`config.mk`:
```
export PLATFORM = sky130hd
export DESIGN_NAME = staged_logic_pipe
export DESIGN_NICKNAME = d
export VERILOG_FILES = /design/src/rtl/staged_logic_pipe.sv
export SDC_FILE = /design/constraint.sdc
export NUM_CORES = 1
export LEC_CHECK = 0
export BUFFER_PORTS_ARGS = -buffer_cell sky130_fd_sc_hd__buf_2
export CAP_MARGIN = 30
export CORE_ASPECT_RATIO = 1.4
export CORE_UTILIZATION = 50
export DETAILED_ROUTE_END_ITERATION = 16
export PLACE_DENSITY = 0.76
export RECOVER_POWER = 50
export SYNTH_ARGS = -nofsm -noshare
export SYNTH_HDL_FRONTEND = slang
export SYNTH_SLANG_ARGS = --single-unit
export TNS_END_PERCENT = 5
```
`constraint.sdc`:
```
create_clock -name clk -period 2.5 [get_ports clk]
set_clock_uncertainty 0.05 [all_clocks]
set_input_delay 0.5 -clock clk [delete_from_list [all_inputs] [get_ports clk]]
set_output_delay 0.5 -clock clk [all_outputs]
set_load 0.03 [all_outputs]
```
`src/rtl/staged_logic_pipe.sv`:
```
// Bitwise combine/reduce pipeline of DEPTH valid/ready register stages with
// bubble collapsing, synchronous flush and a registered occupancy count.
module staged_logic_pipe #(
    parameter int WIDTH = 8,
    parameter int DEPTH = 3,
    parameter int MODE  = 0
) (
    input  logic                       clk,
    input  logic                       rst,
    input  logic [WIDTH-1:0]           a,
    input  logic [WIDTH-1:0]           b,
    input  logic [WIDTH-1:0]           c,
    input  logic [WIDTH-1:0]           d,
    input  logic                       in_valid,
    output logic                       in_ready,
    output logic [WIDTH-1:0]           z,
    output logic                       out_valid,
    input  logic                       out_ready,
    input  logic                       flush,
    output logic [$clog2(DEPTH+1)-1:0] occupancy
);
    localparam int OCC_W = $clog2(DEPTH + 1);
    localparam int MID   = DEPTH - 1;

    logic [DEPTH-1:0] v_q, v_d;
    logic [DEPTH-1:0] en;
    logic [DEPTH-1:0] src_v;
    logic [WIDTH-1:0] p_q [MID];
    logic [WIDTH-1:0] p_d [MID];
    logic [WIDTH-1:0] q_q [MID];
    logic [WIDTH-1:0] q_d [MID];
    logic [WIDTH-1:0] z_q, z_d;
    logic [OCC_W-1:0] occ_q, occ_d;

    function automatic logic [WIDTH-1:0] reduce_op(input logic [WIDTH-1:0] p,
                                                   input logic [WIDTH-1:0] q);
        case (MODE)
            1:       return p & q;
            2:       return p | q;
            default: return p ^ q;
        endcase
    endfunction

    // A stage may advance when it is empty or the stage ahead of it advances.
    always_comb begin
        logic carry;
        carry        = !v_q[DEPTH-1] || out_ready;
        en[DEPTH-1]  = carry;
        for (int k = DEPTH - 2; k >= 0; k--) begin
            carry = !v_q[k] || carry;
            en[k] = carry;
        end
    end

    assign src_v = {v_q[DEPTH-2:0], in_valid};

    always_comb begin
        v_d = v_q;
        p_d = p_q;
        q_d = q_q;
        z_d = z_q;
        for (int k = 0; k < DEPTH; k++) begin
            if (en[k]) v_d[k] = src_v[k];
        end
        if (!flush) begin
            if (en[0] && in_valid) begin
                p_d[0] = a & b;
                q_d[0] = c | d;
            end
            for (int k = 1; k < MID; k++) begin
                if (en[k] && v_q[k-1]) begin
                    p_d[k] = p_q[k-1];
                    q_d[k] = q_q[k-1];
                end
            end
            if (en[DEPTH-1] && v_q[DEPTH-2]) z_d = reduce_op(p_q[MID-1], q_q[MID-1]);
        end
        if (flush) v_d = '0;
        occ_d = '0;
        for (int k = 0; k < DEPTH; k++) occ_d = occ_d + OCC_W'(v_d[k]);
    end

    always_ff @(posedge clk) begin
        if (rst) begin
            // NOTE: data registers are cleared too, so z reads 0 after reset rather than stale data.
            v_q   <= '0;
            z_q   <= '0;
            occ_q <= '0;
            for (int k = 0; k < MID; k++) begin
                p_q[k] <= '0;
                q_q[k] <= '0;
            end
        end else begin
            v_q   <= v_d;
            p_q   <= p_d;
            q_q   <= q_d;
            z_q   <= z_d;
            occ_q <= occ_d;
        end
    end

    assign in_ready  = en[0];
    assign out_valid = v_q[DEPTH-1];
    assign z         = z_q;
    assign occupancy = occ_q;

endmodule

```
# Word level (Yosys, flattened, before mapping)
# Index checks and enable logic that the tools add are counted.
[op_classes] div=0 add_sub_neg=2 bitwise=4 eq_ne=0 order_cmp=0 mul=0 shifts=0 muxes=4 reduce_logical=12
[op_table] op="$and A8 B8 Y8" count=1
[op_table] op="$or A8 B8 Y8" count=1
[op_table] op="$xor A8 B8 Y8" count=1
[op_table] op="$reduce_and A2 Y1" count=3
[op_table] op="$logic_and A1 B1 Y1" count=3
[op_table] op="$logic_not A1 Y1" count=3
[op_table] op="$logic_or A1 B1 Y1" count=3
[op_table] op="$mux W1" count=3
[op_table] op="$mux W3" count=1
[op_table] op="$add A1 B1 Y2" count=1
[op_table] op="$add A2 B1 Y2" count=1
[op_table] op="$not A1 Y1" count=1
[totals] n_memories=0 rom_bits=0 regBits=45 inputBits=37 output_inout_bits=12 latchBits=0 ram_bits=0

# Depth between registers and ports, before layout
# Gate-level depths: netlist of the first run.
[depth] word_depth=8 depth_mapped=5 depth_no_buf=5

# Worst setup path before layout of the first run
# OpenSTA, ideal clock, no wires.
[synth_timing] path_kind="register to register" startpoint="register v_q[2]" endpoint="register occ_q[0] (netlist: occupancy[0])" n_path_buf=0 synth_period_minus_slack_ps=1935 setup_slack_ps=565 required_time_ps=2325 arrival_ps=1761 path_stages_with_launch=6 setup_time_ps=125 cell_sequence="dfxtp_1 nand4b_2 nor2b_1 nor2_1 fa_1 nor2b_1"
[synth_via] elab_chain_len=8 elab_cells_between_ends=10 classes_between="add/sub (2); mux (4); reduce/logical (4)"
[synth_rtl] element="from (decl)" line="25" source="logic [DEPTH-1:0] v_q, v_d;"
[synth_rtl] element="from (signal assigned)" line="94" source="v_q <= v_d;"
[synth_rtl] element="$logic_not A1 Y1" line="47" source="carry = !v_q[DEPTH-1] || out_ready;"
[synth_rtl] element="$logic_or A1 B1 Y1" line="47"
[synth_rtl] element="$logic_or A1 B1 Y1 (2 in a row)" line="50" source="carry = !v_q[k] || carry;"
[synth_rtl] element="named net in_ready" line="15" source="output logic in_ready,"
[synth_rtl] element="$mux W1" line="63" source="if (en[k]) v_d[k] = src_v[k];"
[synth_rtl] element="$mux W3" line="78" source="if (flush) v_d = '0;"
[synth_rtl] element="named net v_d[0]" line="25"
[synth_rtl] element="$add A1 B1 Y2" line="80" source="for (int k = 0; k < DEPTH; k++) occ_d = occ_d + OCC_W'(v_d[k]);"
[synth_rtl] element="$add A2 B1 Y2" line="80"
[synth_rtl] element="named net occ_d[0]" line="33" source="logic [OCC_W-1:0] occ_q, occ_d;"
[synth_rtl] element="to (signal assigned)" line="88" source="occ_q <= '0;"
[synth_rtl] element="to (signal assigned)" line="98" source="occ_q <= occ_d;"
[synth_rtl] element="to (decl)" line="33"
# The timed path passes the listed nets, and every way through them passes these cells.
# A chain may end at the register's enable or synchronous reset.

# Final worst setup path of the first run
[layout_timing] startpoint="register v_q[1]" endpoint="register q_q[9] in the netlist's numbering"
[layout_via] elab_chain_len=5
[layout_rtl] element="$logic_not A1 Y1" line="50"
[layout_rtl] element="$logic_or A1 B1 Y1 (2 in a row)" line="50"
[layout_rtl] element="$logic_and A1 B1 Y1" line="66" source="if (en[0] && in_valid) begin"
[layout_rtl] element="$reduce_and A2 Y1 (no source line)"
[layout_rtl] element="to (signal assigned)" line="96" source="q_q <= q_d;"
[layout_rtl] element="to (decl)" line="30" source="logic [WIDTH-1:0] q_q [MID];"
# No other way between the ends.

==> out/summary.log, run 1 <==
qor: power_and_ir_drop.power.leakage 0.956 nW
qor: global_routing.antenna_violations_before_repair 0
qor: cts.htree_num_levels 2
qor: power_and_ir_drop.pwr-share-seq 58.0%
qor: cells_and_area.layout.nets 266
qor: timing.fin_setup_tns 0 ns
qor: worst_setup_path.worst-setup-path-type reg2reg
qor: drt.drt_first_iter_violations 18
qor: logic_synthesis.synth_cell_type_count 23
qor: cts.insertion_delay 0.29 ns
qor: logic_synthesis.synth.yosys.warnings 0
qor: placed_design.port_buffers 48
qor: global_routing.grt_pass1_wl 5210 µm
qor: timing.timing.max_slew.rel_slack 45.3%
qor: timing.tightest_slew 0.821 ns
qor: die.top_level_ports 49
qor: timing.final.period_utilization 68.5%
qor: cells_and_area.fin_util 61.0%
qor: cells_and_area.fillers 370
qor: drt.detailedRoute.firstPassIterationCount 4
qor: cts.clock_tree_buf_depth 2
qor: cts.clock-root-buffer sky130_fd_sc_hd__clkbuf_8
qor: timing.rsz0062_at_grt no
qor: drt.drt-wirelength-per-cell 12.1 µm
qor: drt.route.detailed.vias_per_inst 5.08
qor: cts.cts-buffers-inserted 5
qor: logic_synthesis.synthTopCellsByArea sky130_fd_sc_hd__dfxtp_1, sky130_fd_sc_hd__mux2i_1, sky130_fd_sc_hd__nand2b_1
qor: timing.timing.final.ws_setup 0.786 ns
qor: cts.cts_setup_buffers 0
qor: worst_setup_path.arrival 1.88 ns
qor: flow_run.max_cap_viols 0
qor: worst_setup_path.worstPathMaxFanout 11
qor: placed_design.place_ws 0.658 ns
qor: power_and_ir_drop.power.share.switching 22.4%
qor: placed_design.hpwlAfterDp 2270 µm
qor: drt.wirelength 3270 µm
qor: global_routing.number_of_global_route_vias_before_repair 1,236
qor: cells_and_area.most_frequent_cells_in_the_layout sky130_fd_sc_hd__dfxtp_1, sky130_fd_sc_hd__buf_2, sky130_fd_sc_hd__nand2b_1
qor: cts.clock_tree_from_tritoncts built
qor: global_routing.grt_use_total 16.9%
qor: cts.cts-resized-gates 0
qor: worst_setup_path.worstSetupStartpointType flop
qor: power_and_ir_drop.clkPwrFrac 33.2%
qor: run_status.outcome finished, final reports clean
qor: cells_and_area.area_growth_syn_to_layout 14.4%
qor: power_and_ir_drop.comb_power_share 8.8%
qor: die.die_w 55.1 µm
qor: global_routing.grt_max_degree 58
qor: cts.cts_num_sinks 45
qor: cells_and_area.antenna_cells_inserted 0
qor: worst_setup_path.required_time_at_the_endpoint_of_the_critical_path 2.67 ns
qor: logic_synthesis.synth_sequential_area_ratio 45.6%
qor: logic_synthesis.post_synthesis_net_count 222
qor: die.rows 26
qor: worst_setup_path.endpoint_kind flop
qor: cells_and_area.drive_above_1_share 22.7%
qor: timing.final_hold_violation_count 0
qor: power_and_ir_drop.vdd.ir_drop.worst 0.000505 V
qor: die.core_area 3710 µm²
qor: cells_and_area.layout.area.seq 901 µm²
qor: die.floorplan.die.height 76.4 µm
qor: placed_design.globalplace.congestion 0.709
qor: timing.report.final.slew_viol_count 0
qor: die.starting_utilization_of_the_core_area 53.3%
qor: min_path.min_path_type in2reg
qor: cts.worst_setup_hold_path_clk_slew 0.08 ns
qor: logic_synthesis.largest_area_contributor_in_the_synthesized_netlist sky130_fd_sc_hd__dfxtp_1
qor: logic_synthesis.synthesis.area_per_instance 10.7 µm²
qor: timing.finalSetupViolCount 0
qor: drt.ant_nets 0
qor: power_and_ir_drop.power_switching 0.286 mW
qor: cells_and_area.mostFrequentLayoutCell sky130_fd_sc_hd__dfxtp_1
qor: die.die_area 4210 µm²
qor: cells_and_area.area_of_combinational_cells_with_multiple_inputs 973 µm²
qor: logic_synthesis.synth-seq-cells 45
qor: power_and_ir_drop.internal_portion_of_total_power 0.991 mW
qor: logic_synthesis.postSynthCellCount 184
qor: timing.achievable-frequency 584 MHz
qor: drt.via_count 1,376
qor: drt.route.detailed.drc 0
qor: cts.cts_hold_buffers 0
qor: logic_synthesis.synthDominantCellAreaShare 45.6%
qor: timing.post-route-min-period 1.71 ns
qor: global_routing.grt.overflow.total 0
qor: power_and_ir_drop.cellPowerDensity 565 nW/µm²
qor: logic_synthesis.post_synth_instance_area 1980 µm²
qor: power_and_ir_drop.total_power 1.28 mW
==> worst paths after layout <==
kind | startpoint | end | depth (start not counted) | slack [ns]
worst max register to register | v_q[1] | q_q[9] | 4 | 0.79
worst max-delay path | v_q[1] | q_q[9] | 4 | 0.79
worst min-delay path | c[5] | q_q[13] | 3 | 0.42
worst min register to register | p_q[14] | p_q[14] | 2 | 0.44
==> cells by family after synthesis <==
group | after synthesis | share of synthesized area [%]
adders and majority gates | 1 | 1.01
xor gates and xnor gates | 8 | 3.54
DFF | 45 | 45.6
buffers and inverters | 15 | 5.19
muxes | 32 | 16.2
and+or+nand+nor | 56 | 18.5
AOI/OAI and AO/OA | 27 | 9.94
==> metal layers <==
layer,GRT usage (%),wire (µm),vias up
met1,20.0,1480,616
met3,5.39,130,5
met5,0,0,-
li1,-,-,725
met2,27.3,1600,30
met4,6.00,47,0
==> stage by stage <==
stage,instance area [µm²],instances,hold WS [ns]
after floorplan,1980,184,0.408
after global placement,2190,263,0.422
after detailed placement,2190,263,0.427
after CTS,2280,271,0.418
after global routing,2260,271,0.419
final,2260,271,0.422
==> worst max-delay path, stage by stage, from the launching register on <==
cell	delay, ns
sky130_fd_sc_hd__dfxtp_1	0.38
sky130_fd_sc_hd__nand4b_2	0.15
sky130_fd_sc_hd__and3b_1	0.17
sky130_fd_sc_hd__clkbuf_1	0.62
sky130_fd_sc_hd__mux2i_1	0.26
==> registers in the layout, indices dropped and copies added, names as in the netlist <==
| signal | cells |
|---|---|
| occupancy | 2 |
| v_q | 3 |
| q_q | 16 |
| p_q | 16 |
| z | 8 |
==> power by group through the flow <==
stage                     Sequential (mW)  Combinational, mW  Clock, mW
final                               0.741              0.113      0.424
after global routing                0.743              0.125      0.468
after CTS                           0.741              0.116      0.439
after detailed placement            0.758              0.115          0
after global placement              0.757              0.114          0
after floorplan                     0.763             0.0713          0
==> synthesized netlist by cell type <==
master                     instances
sky130_fd_sc_hd__a311oi_1          8
sky130_fd_sc_hd__nand4b_2          1
sky130_fd_sc_hd__mux2i_1          32
sky130_fd_sc_hd__nand2b_1         33
sky130_fd_sc_hd__buf_6             3
sky130_fd_sc_hd__o21bai_1          8
sky130_fd_sc_hd__nor3_1            3
sky130_fd_sc_hd__nor2b_1           4
sky130_fd_sc_hd__clkbuf_1          6
sky130_fd_sc_hd__a21oi_1           9
sky130_fd_sc_hd__nor2b_4           1
sky130_fd_sc_hd__inv_1             1
sky130_fd_sc_hd__buf_4             1
sky130_fd_sc_hd__xnor2_1           8
sky130_fd_sc_hd__nand3b_1          9
sky130_fd_sc_hd__nor2_1            4
sky130_fd_sc_hd__and3b_1           1
sky130_fd_sc_hd__a211o_1           1
sky130_fd_sc_hd__buf_12            1
sky130_fd_sc_hd__dfxtp_1          45
sky130_fd_sc_hd__buf_2             3
sky130_fd_sc_hd__fa_1              1
sky130_fd_sc_hd__a211oi_2          1
==> area by class of cell <==
| type | instances | area share (%) |
|---|---|---|
| Timing Repair Buffer | 51 | 11.0 |
| Clock inverter | 1 | 0.332 |
| Tap cell | 42 | 2.32 |
| Multi-Input combinational cell | 124 | 43.0 |
| Clock buffer | 7 | 3.37 |
| Sequential cell | 45 | 39.8 |
| Inverter | 1 | 0.166 |
Power figures use the tool's default switching activity.
==> run 2: changes to the inputs <==
--- a/config.mk
+++ b/config.mk
@@ -8,9 +8,9 @@
 export BUFFER_PORTS_ARGS = -buffer_cell sky130_fd_sc_hd__buf_2
 export CAP_MARGIN = 30
 export CORE_ASPECT_RATIO = 1.4
-export CORE_UTILIZATION = 50
+export CORE_UTILIZATION = 47
 export DETAILED_ROUTE_END_ITERATION = 16
-export PLACE_DENSITY = 0.76
+export PLACE_DENSITY = 0.75
 export RECOVER_POWER = 50
 export SYNTH_ARGS = -nofsm -noshare
 export SYNTH_HDL_FRONTEND = slang
==> constraint.sdc (replaced) <==
create_clock -name clk -period 1.41 [get_ports clk]
set_clock_uncertainty 0.05 [all_clocks]
set_input_delay 0.282 -clock clk [delete_from_list [all_inputs] [get_ports clk]]
set_output_delay 0.282 -clock clk [all_outputs]
set_load 0.03 [all_outputs]
==> run 2 against run 1 <==
The flow now finishes with violations (design-rule violations, negative setup slack). Sequential power rose by 77%. Power rose by 87%. Worst setup slack got worse by 0.84 ns. Maximum frequency rose by 17%. Non-clock buffer count rose by 6. Utilization fell by 0.076 points. Die area rose by 6.2%. Via count rose by 2.4%. Hold slack got worse by 0.22 ns. Cell count rose by 2.6%. Flip-flop and latch count did not move. Clock power rose by 100%.
==> out/summary.log, run 2 (same netlist as run 1, synthesis figures left out) <==
qor: run_status.outcome finished, violations left
qor: run_status.failed_checks design-rule violations, negative setup slack
qor: cells_and_area.fin_util 60.9% [-0.076 points]
qor: worst_setup_path.worst-setup-path-type reg2reg
qor: power_and_ir_drop.total_power 2.38 mW [+87%]
qor: placed_design.dp_cells 270 [+2.7%]
qor: drt.drt_first_iter_violations 30 [+12]
qor: global_routing.number_of_global_route_vias_before_repair 1,375 [+11%]
qor: cells_and_area.finish.cell_count_without_fillers 278 [+2.6%]
qor: cells_and_area.most_frequent_cells_in_the_layout sky130_fd_sc_hd__buf_2, sky130_fd_sc_hd__dfxtp_1, sky130_fd_sc_hd__nand2b_1
qor: placed_design.port_buffers 48 [unchanged]
qor: die.rows 27 [+3.8%]
qor: placed_design.globalplace.congestion 0.753 [+6.2%]
qor: global_routing.globalRouteMet1Util 18.6% [-1.3 points]
qor: die.starting_utilization_of_the_core_area 49.6% [-3.7 points]
qor: timing.post-route-min-period 1.47 ns [-0.248 ns]
qor: drt.route.detailed.vias_per_inst 5.07 [-0.18%]
qor: cts.clock_tree_from_tritoncts built
qor: cts.insertion_delay 0.29 ns [about the same]
qor: power_and_ir_drop.power.leakage 1.08 nW [+13%]
qor: cells_and_area.area_of_combinational_cells_with_multiple_inputs 998 µm² [+2.6%]
qor: global_routing.grt_use_total 16.0% [-0.90 points]
qor: die.die_area 4470 µm² [+6.2%]
qor: cells_and_area.mostFrequentLayoutCell sky130_fd_sc_hd__buf_2
qor: global_routing.grt.overflow.total 0 [unchanged]
qor: worst_setup_path.crit_buf_inv 0 [-1]
qor: global_routing.antenna_violations_before_repair 0 [unchanged]
qor: worst_setup_path.required_time_at_the_endpoint_of_the_critical_path 1.54 ns [-1.13 ns]
qor: worst_setup_path.worstSetupStartpointType flop
qor: cts.clock-root-buffer sky130_fd_sc_hd__clkbuf_8
qor: timing.rsz0062_at_grt yes
qor: timing.finalSetupViolCount 1 [+1]
qor: die.die_w 56.8 µm [+3.0%]
qor: timing.final_hold_violation_count 0 [unchanged]
qor: timing.final.period_utilization 104% [+35 points]
qor: cells_and_area.drive_above_1_share 31.9% [+9.2 points]
qor: timing.timing.max_slew.rel_slack 67.5% [+22 points]
qor: cells_and_area.antenna_cells_inserted 0 [unchanged]
qor: die.top_level_ports 49 [unchanged]
qor: worst_setup_path.worstPathMaxFanout 4 [-7]
qor: cts.cts_num_sinks 45 [unchanged]
qor: timing.report.final.slew_viol_count 0 [unchanged]
qor: timing.achievable-frequency 682 MHz [+17%]
qor: min_path.min_path_type in2reg
qor: worst_setup_path.critPathMaxStageDelay 0.43 ns [-0.19 ns]
qor: flow_run.max_cap_viols 0 [unchanged]
qor: cts.cts-buffers-inserted 5 [unchanged]
qor: drt.detailedRoute.firstPassIterationCount 11 [+7]
qor: worst_setup_path.crit_path_cell_trace nor2b_4, a21oi_2, nor2_2, fa_1, nor2b_1
qor: timing.timing.final.ws_setup -0.0555 ns [-0.842 ns]
qor: worst_setup_path.critical_path.slowest_cell sky130_fd_sc_hd__fa_1
qor: global_routing.grt_pass1_wl 5650 µm [+8.5%]
qor: cts.clock_tree_buf_depth 2 [unchanged]
qor: drt.wirelength 3320 µm [+1.7%]
qor: drt.via_count 1,409 [+2.4%]
qor: cts.worst_setup_hold_path_clk_slew 0.08 ns [about the same]
qor: drt.ant_nets 0 [unchanged]
qor: die.floorplan.die.height 78.7 µm [+3.1%]
qor: timing.tightest_slew 0.488 ns [-0.333 ns]
qor: cells_and_area.area_growth_syn_to_layout 22.8%
qor: worst_setup_path.endpoint_kind flop
qor: cells_and_area.layout.nets 272 [+2.3%]
qor: cts.htree_num_levels 2 [unchanged]
qor: cells_and_area.layout.area.seq 912 µm² [+1.3%]
qor: placed_design.place_ws -0.0987 ns [-0.757 ns]
qor: worst_setup_path.arrival 1.60 ns [-0.28 ns]
qor: global_routing.met2_usage 28.3% [+0.98 points]
qor: drt.route.detailed.drc 4 [+4]
qor: worst_setup_path.path_delay_family adder cells
qor: power_and_ir_drop.vdd.ir_drop.worst 0.000452 V [-10%]
qor: timing.worst_hold_slack 0.202 ns [-0.219 ns]
qor: global_routing.grt_max_degree 62 [+6.9%]
qor: global_routing.gr-usage-met3 4.56% [-0.83 points]
qor: cells_and_area.fillers 367 [-0.81%]
qor: power_and_ir_drop.cellPowerDensity 981 nW/µm² [+74%]
qor: die.core_area 3990 µm² [+7.5%]
qor: global_routing.busiest_layer met2
qor: drt.drt-wirelength-per-cell 12.0 µm [-0.82%]
qor: placed_design.hpwlAfterDp 2340 µm [+3.0%]
## run 2: cell types whose count changed in the layout (fill, tap and decap cells not counted), moves of 2 or more
cell / before / now
sky130_fd_sc_hd__clkbuf_8: 5 / 7
sky130_fd_sc_hd__buf_12: 0 / 3
sky130_fd_sc_hd__nor2_2: 0 / 2
sky130_fd_sc_hd__buf_2: 42 / 47
sky130_fd_sc_hd__dfxtp_4: 0 / 3
sky130_fd_sc_hd__nor2_1: 4 / 2
sky130_fd_sc_hd__dfxtp_1: 45 / 42
sky130_fd_sc_hd__clkbuf_1: 10 / 0
sky130_fd_sc_hd__buf_6: 0 / 3
sky130_fd_sc_hd__buf_4: 1 / 4
## run 2: tightest hold or removal path: stages
cell and delay [ns]:
sky130_fd_sc_hd__buf_2 0.10, sky130_fd_sc_hd__nand3b_1 0.06, sky130_fd_sc_hd__mux2i_1 0.06
## run 2: final cells by class
type	count	area share, %
Sequential cell	45	37.6
Timing Repair Buffer	57	14.8
Clock buffer	7	3.97
Inverter	1	0.155
Clock inverter	1	0.206
Multi-Input combinational cell	124	41.1
Tap cell	43	2.22
## run 2: path summary, 6_finish.rpt
path | from | endpoint | slack [ns] | cells past startpoint
max | v_q[2] | occupancy[0] | -0.06 | 5
min | a[4] | p_q[12] | 0.20 | 3
max reg2reg | v_q[2] | occupancy[0] | -0.06 | 5
min reg2reg | p_q[15] | p_q[15] | 0.44 | 2
## run 2: report_power, final
part           switching [mW]  internal, mW  total (mW)
clock                   0.410         0.443       0.853
combinational           0.100         0.120       0.221
sequential             0.0122          1.30        1.31
total                   0.522          1.86        2.38
## run 2: metrics by stage
stage | cell area [µm²] | setup TNS [ns]
after floorplan | 2000 | -0.176
after detailed placement | 2300 | -0.138
after global placement | 2300 | -0.111
after CTS | 2420 | -0.0379
final | 2430 | -0.0555
after global routing | 2430 | -0.163
## run 2: repair_timing
item	in CTS	in global routing
setup endpoints to repair	3	9
hold buffers	0	0
resized for setup	7	2
hold endpoints to repair	0	0
buffers inserted	0	0
pin swaps	2	3
## run 2: metal layers
| layer | part of all wire, % | vias up |
|---|---|---|
| met5 | 0 | - |
| met4 | 0.69 | 0 |
| met3 | 3.7 | 2 |
| met2 | 48 | 31 |
| met1 | 47 | 643 |
| li1 | - | 733 |
==> run 3: changes to the inputs <==
--- a/config.mk
+++ b/config.mk
@@ -5,10 +5,11 @@
 export SDC_FILE = /design/constraint.sdc
 export NUM_CORES = 1
 export LEC_CHECK = 0
+export ABC_AREA = 1
 export BUFFER_PORTS_ARGS = -buffer_cell sky130_fd_sc_hd__buf_2
 export CAP_MARGIN = 30
 export CORE_ASPECT_RATIO = 1.4
-export CORE_UTILIZATION = 47
+export CORE_UTILIZATION = 48
 export DETAILED_ROUTE_END_ITERATION = 16
 export PLACE_DENSITY = 0.75
 export RECOVER_POWER = 50
==> run 3 against run 2 <==
The run still ends with design-rule violations, negative setup slack left. Non-clock buffer count rose by 9. Routed wire length rose by 30%. Die area rose by 2.7%. Maximum frequency fell by 1.4%. Power rose by 15%. Sequential share of layout area fell by 3.5 points.
==> out/summary.log, run 3 <==
qor: logic_synthesis.synthDominantCellAreaShare 43.4% [-2.1 points]
qor: logic_synthesis.yosys_most_used_dff sky130_fd_sc_hd__dfxtp_1
qor: placed_design.globalplace.congestion 0.788 [+4.7%]
qor: worst_setup_path.endpoint_kind flop
qor: logic_synthesis.largest_area_contributor_in_the_synthesized_netlist sky130_fd_sc_hd__dfxtp_1
qor: timing.timing.max_slew.rel_slack 74.8% [+7.3 points]
qor: cells_and_area.most_frequent_cells_in_the_layout sky130_fd_sc_hd__nor2_1, sky130_fd_sc_hd__nand2_1, sky130_fd_sc_hd__dfxtp_1
qor: global_routing.antenna_violations_before_repair 0 [unchanged]
qor: logic_synthesis.asyncSetResetFlopFracSynth 0% [unchanged]
qor: min_path.min_path_type in2reg
qor: run_status.outcome finished, violations left
qor: die.rows 27 [unchanged]
qor: worst_setup_path.worstPathMaxFanout 3 [-1]
qor: cells_and_area.area_growth_syn_to_layout 28.4%
qor: global_routing.gr-usage-met3 5.19% [+0.63 points]
qor: placed_design.placed_area 2420 µm² [+5.3%]
qor: cts.clock-root-buffer sky130_fd_sc_hd__clkbuf_8
qor: die.floorplan.die.height 79.8 µm [+1.3%]
qor: worst_setup_path.worstSetupStartpointType flop
qor: logic_synthesis.synthSimpleGateAreaFrac 38.8% [+20 points]
qor: die.die_area 4590 µm² [+2.7%]
qor: logic_synthesis.synth-adder-area-share 0.965% [-0.048 points]
qor: power_and_ir_drop.pwr-share-seq 49.3% [-5.7 points]
qor: drt.route.detailed.drc 2 [-2]
qor: cells_and_area.mostFrequentLayoutCell sky130_fd_sc_hd__nor2_1
qor: drt.drt_first_iter_violations 62 [+110%]
qor: worst_setup_path.worst-setup-path-type reg2reg
qor: timing.report.final.slew_viol_count 0 [unchanged]
qor: logic_synthesis.synth_sequential_area_ratio 43.4% [-2.1 points]
qor: power_and_ir_drop.cellPowerDensity 1030 nW/µm² [+4.8%]
qor: timing.tightest_slew 0.380 ns [-0.108 ns]
qor: cells_and_area.fillers 339 [-7.6%]
qor: drt.wirelength 4310 µm [+30%]
qor: logic_synthesis.postSynthCellCount 280 [+52%]
qor: cts.cts_num_sinks 45 [unchanged]
qor: power_and_ir_drop.internal_portion_of_total_power 2.10 mW [+13%]
qor: cells_and_area.final_cell_area 2660 µm² [+9.7%]
qor: cells_and_area.layout.area.seq 907 µm² [-0.55%]
qor: worst_setup_path.critical_path.slowest_cell sky130_fd_sc_hd__fa_1
qor: cells_and_area.antenna_cells_inserted 0 [unchanged]
qor: timing.worst_hold_slack 0.184 ns [-0.0187 ns]
qor: cells_and_area.layout.nets 379 [+39%]
qor: drt.via_count 1,853 [+32%]
qor: logic_synthesis.post_synthesis_net_count 318 [+43%]
qor: cts.clock_tree_buf_depth 2 [unchanged]
qor: power_and_ir_drop.vdd.ir_drop.worst 0.000606 V [+34%]
qor: power_and_ir_drop.power.share.switching 23.4% [+1.5 points]
qor: power_and_ir_drop.power.leakage 1.40 nW [+29%]
qor: die.top_level_ports 49 [unchanged]
qor: global_routing.busiest_layer met2
qor: logic_synthesis.yosysMostFrequentCell sky130_fd_sc_hd__nor2_1
qor: cells_and_area.drive_above_1_share 27.8% [-4.1 points]
qor: cts.clock_tree_from_tritoncts built
qor: logic_synthesis.compound_gate_portion_of_the_synthesized_area 4.10% [-5.8 points]
qor: logic_synthesis.synthesis.area_per_instance 7.41 µm² [-31%]
qor: global_routing.met2_usage 40.7% [+12 points]
qor: placed_design.port_buffers 48 [unchanged]
qor: drt.ant_nets 0 [unchanged]
qor: global_routing.number_of_global_route_vias_before_repair 1,838 [+34%]
qor: global_routing.grt_pass1_wl 7650 µm [+35%]
qor: cts.htree_num_levels 2 [unchanged]
qor: timing.timing.final.ws_setup -0.0764 ns [-0.0210 ns]
qor: power_and_ir_drop.power_switching 0.641 mW [+23%]
qor: worst_setup_path.arrival 1.63 ns [+0.03 ns]
qor: die.starting_utilization_of_the_core_area 51.6% [+2.0 points]
qor: worst_setup_path.critPathMaxStageDelay 0.42 ns [about the same]
qor: worst_setup_path.crit_path_cell_trace inv_2, nor2_4, nand2_4, nand2_4, inv_4, nor2_4, fa_1, inv_1, nor2_1
qor: cells_and_area.area_of_combinational_cells_with_multiple_inputs 1020 µm² [+1.8%]
qor: logic_synthesis.number_of_enable_type_register_cells_in_the_synthesized_netlist 0 [unchanged]
qor: timing.achievable-frequency 673 MHz [-1.4%]
qor: timing.rsz0062_at_grt yes
qor: worst_setup_path.required_time_at_the_endpoint_of_the_critical_path 1.56 ns [+0.02 ns]
qor: logic_synthesis.synth.yosys.warnings 0 [unchanged]
qor: placed_design.hpwlAfterDp 2870 µm [+23%]
qor: logic_synthesis.synthTopCellsByArea sky130_fd_sc_hd__dfxtp_1, sky130_fd_sc_hd__nor2_1, sky130_fd_sc_hd__nand2_1
qor: timing.post-route-min-period 1.49 ns [+0.0210 ns]
qor: logic_synthesis.synth_mux_area_share 0% [-16 points]
qor: logic_synthesis.synth_xor_xnor_area_share 3.38% [-0.17 points]
qor: timing.finalSetupViolCount 1 [unchanged]
qor: flow_run.max_cap_viols 0 [unchanged]
qor: die.die_w 57.6 µm [+1.3%]
qor: power_and_ir_drop.comb_power_share 11.4% [+2.1 points]
qor: drt.drt-wirelength-per-cell 11.2 µm [-6.3%]
qor: run_status.failed_checks design-rule violations, negative setup slack
qor: drt.route.detailed.vias_per_inst 4.81 [-5.0%]
qor: timing.final.period_utilization 105% [+1.5 points]
qor: logic_synthesis.synth_common_cells sky130_fd_sc_hd__nor2_1, sky130_fd_sc_hd__nand2_1, sky130_fd_sc_hd__dfxtp_1
qor: power_and_ir_drop.clkPwrFrac 39.3% [+3.5 points]
qor: logic_synthesis.synth_cell_type_count 26 [+13%]
qor: global_routing.grt_max_degree 18 [-71%]
qor: die.core_area 4020 µm² [+0.85%]
qor: global_routing.grt.overflow.total 0 [unchanged]
qor: global_routing.grt_use_total 21.8% [+5.9 points]
qor: global_routing.globalRouteMet1Util 22.6% [+3.9 points]
qor: timing.final_hold_violation_count 0 [unchanged]
qor: cts.insertion_delay 0.30 ns [about the same]
qor: logic_synthesis.synth-seq-cells 45 [unchanged]
qor: logic_synthesis.post_synth_instance_area 2070 µm² [+4.9%]
qor: logic_synthesis.main_combinational_cell_family_by_area_after_synthesis simple AND/OR/NAND/NOR gates
qor: cts.worst_setup_hold_path_clk_slew 0.08 ns [about the same]
qor: drt.detailedRoute.firstPassIterationCount 10 [-1]
qor: cts.cts-buffers-inserted 5 [unchanged]
==> run 3: metrics by stage <==
step / power, mW / cells / setup slack, ns / utilization, % / setup TNS (ns)
after floorplan: 1.58 / 280 / -0.171 / - / -0.187
after global placement: 1.68 / 373 / -0.0563 / 60.3 / -0.0563
after detailed placement: 1.68 / 373 / -0.0904 / 60.3 / -0.0904
after CTS: 2.75 / 385 / -0.0469 / 65.9 / -0.0531
after global routing: 2.86 / 385 / -0.139 / 66.3 / -0.453
final: 2.74 / 385 / -0.0764 / 66.3 / -0.0764
==> run 3: path summary, 6_finish.rpt <==
path | start | to | slack (ns) | cells after the start
setup / recovery | v_q[2] | occupancy[0] | -0.08 | 9
hold / removal | rst | v_q[0] | 0.18 | 2
setup reg to reg | v_q[2] | occupancy[0] | -0.08 | 9
hold reg to reg | q_q[13] | q_q[13] | 0.43 | 2
==> run 3: layout make-up <==
cell class	instances	share of cell area, %
multi-input combinational	196	38.1
sequential	45	34.1
timing repair buffer	66	16.7
inverter	27	4.27
clock buffer	6	3.52
tap	43	2.02
clock inverter	2	1.32
==> run 3: critical path, delay by kind of cell (launching register included) <==
kind	cells	cell delay [ns]
and+or+nand+nor	5	0.38
DFF	1	0.37
buffers and inverters	3	0.14
adders and majority gates	1	0.42
==> run 3: routing by layer <==
layer	vias up	part of all wire, %
met5	-	0
met1	818	41
met2	46	53
met4	0	2.6
met3	9	3.7
li1	980	-
==> run 3: timing repair <==
action / 4_1_cts / 5_1_grt
resized for setup: 13 / 8
cloned: 1 / 0
hold endpoints to repair: 0 / 0
setup endpoints to repair: 2 / 23
hold buffers: 0 / 0
buffers inserted: 3 / 0
pin swaps: 5 / 5
==> run 3: kinds of logic (layout without fill, tap and decap cells) <==
family / Yosys count / after routing
AO/OA/AOI/OAI: 17 / 17
XOR/XNOR: 8 / 8
adder cells (fa/ha/maj): 1 / 1
buffers and inverters: 39 / 101
flip-flops: 45 / 45
AND/OR/NAND/NOR: 170 / 170
==> run 3: power by group through the flow <==
stage	Combinational [mW]	Clock, mW	Sequential, mW
after floorplan	0.193	0	1.38
after global placement	0.299	0	1.38
after detailed placement	0.305	0	1.38
after CTS	0.311	1.09	1.35
after global routing	0.359	1.14	1.36
final	0.313	1.08	1.35
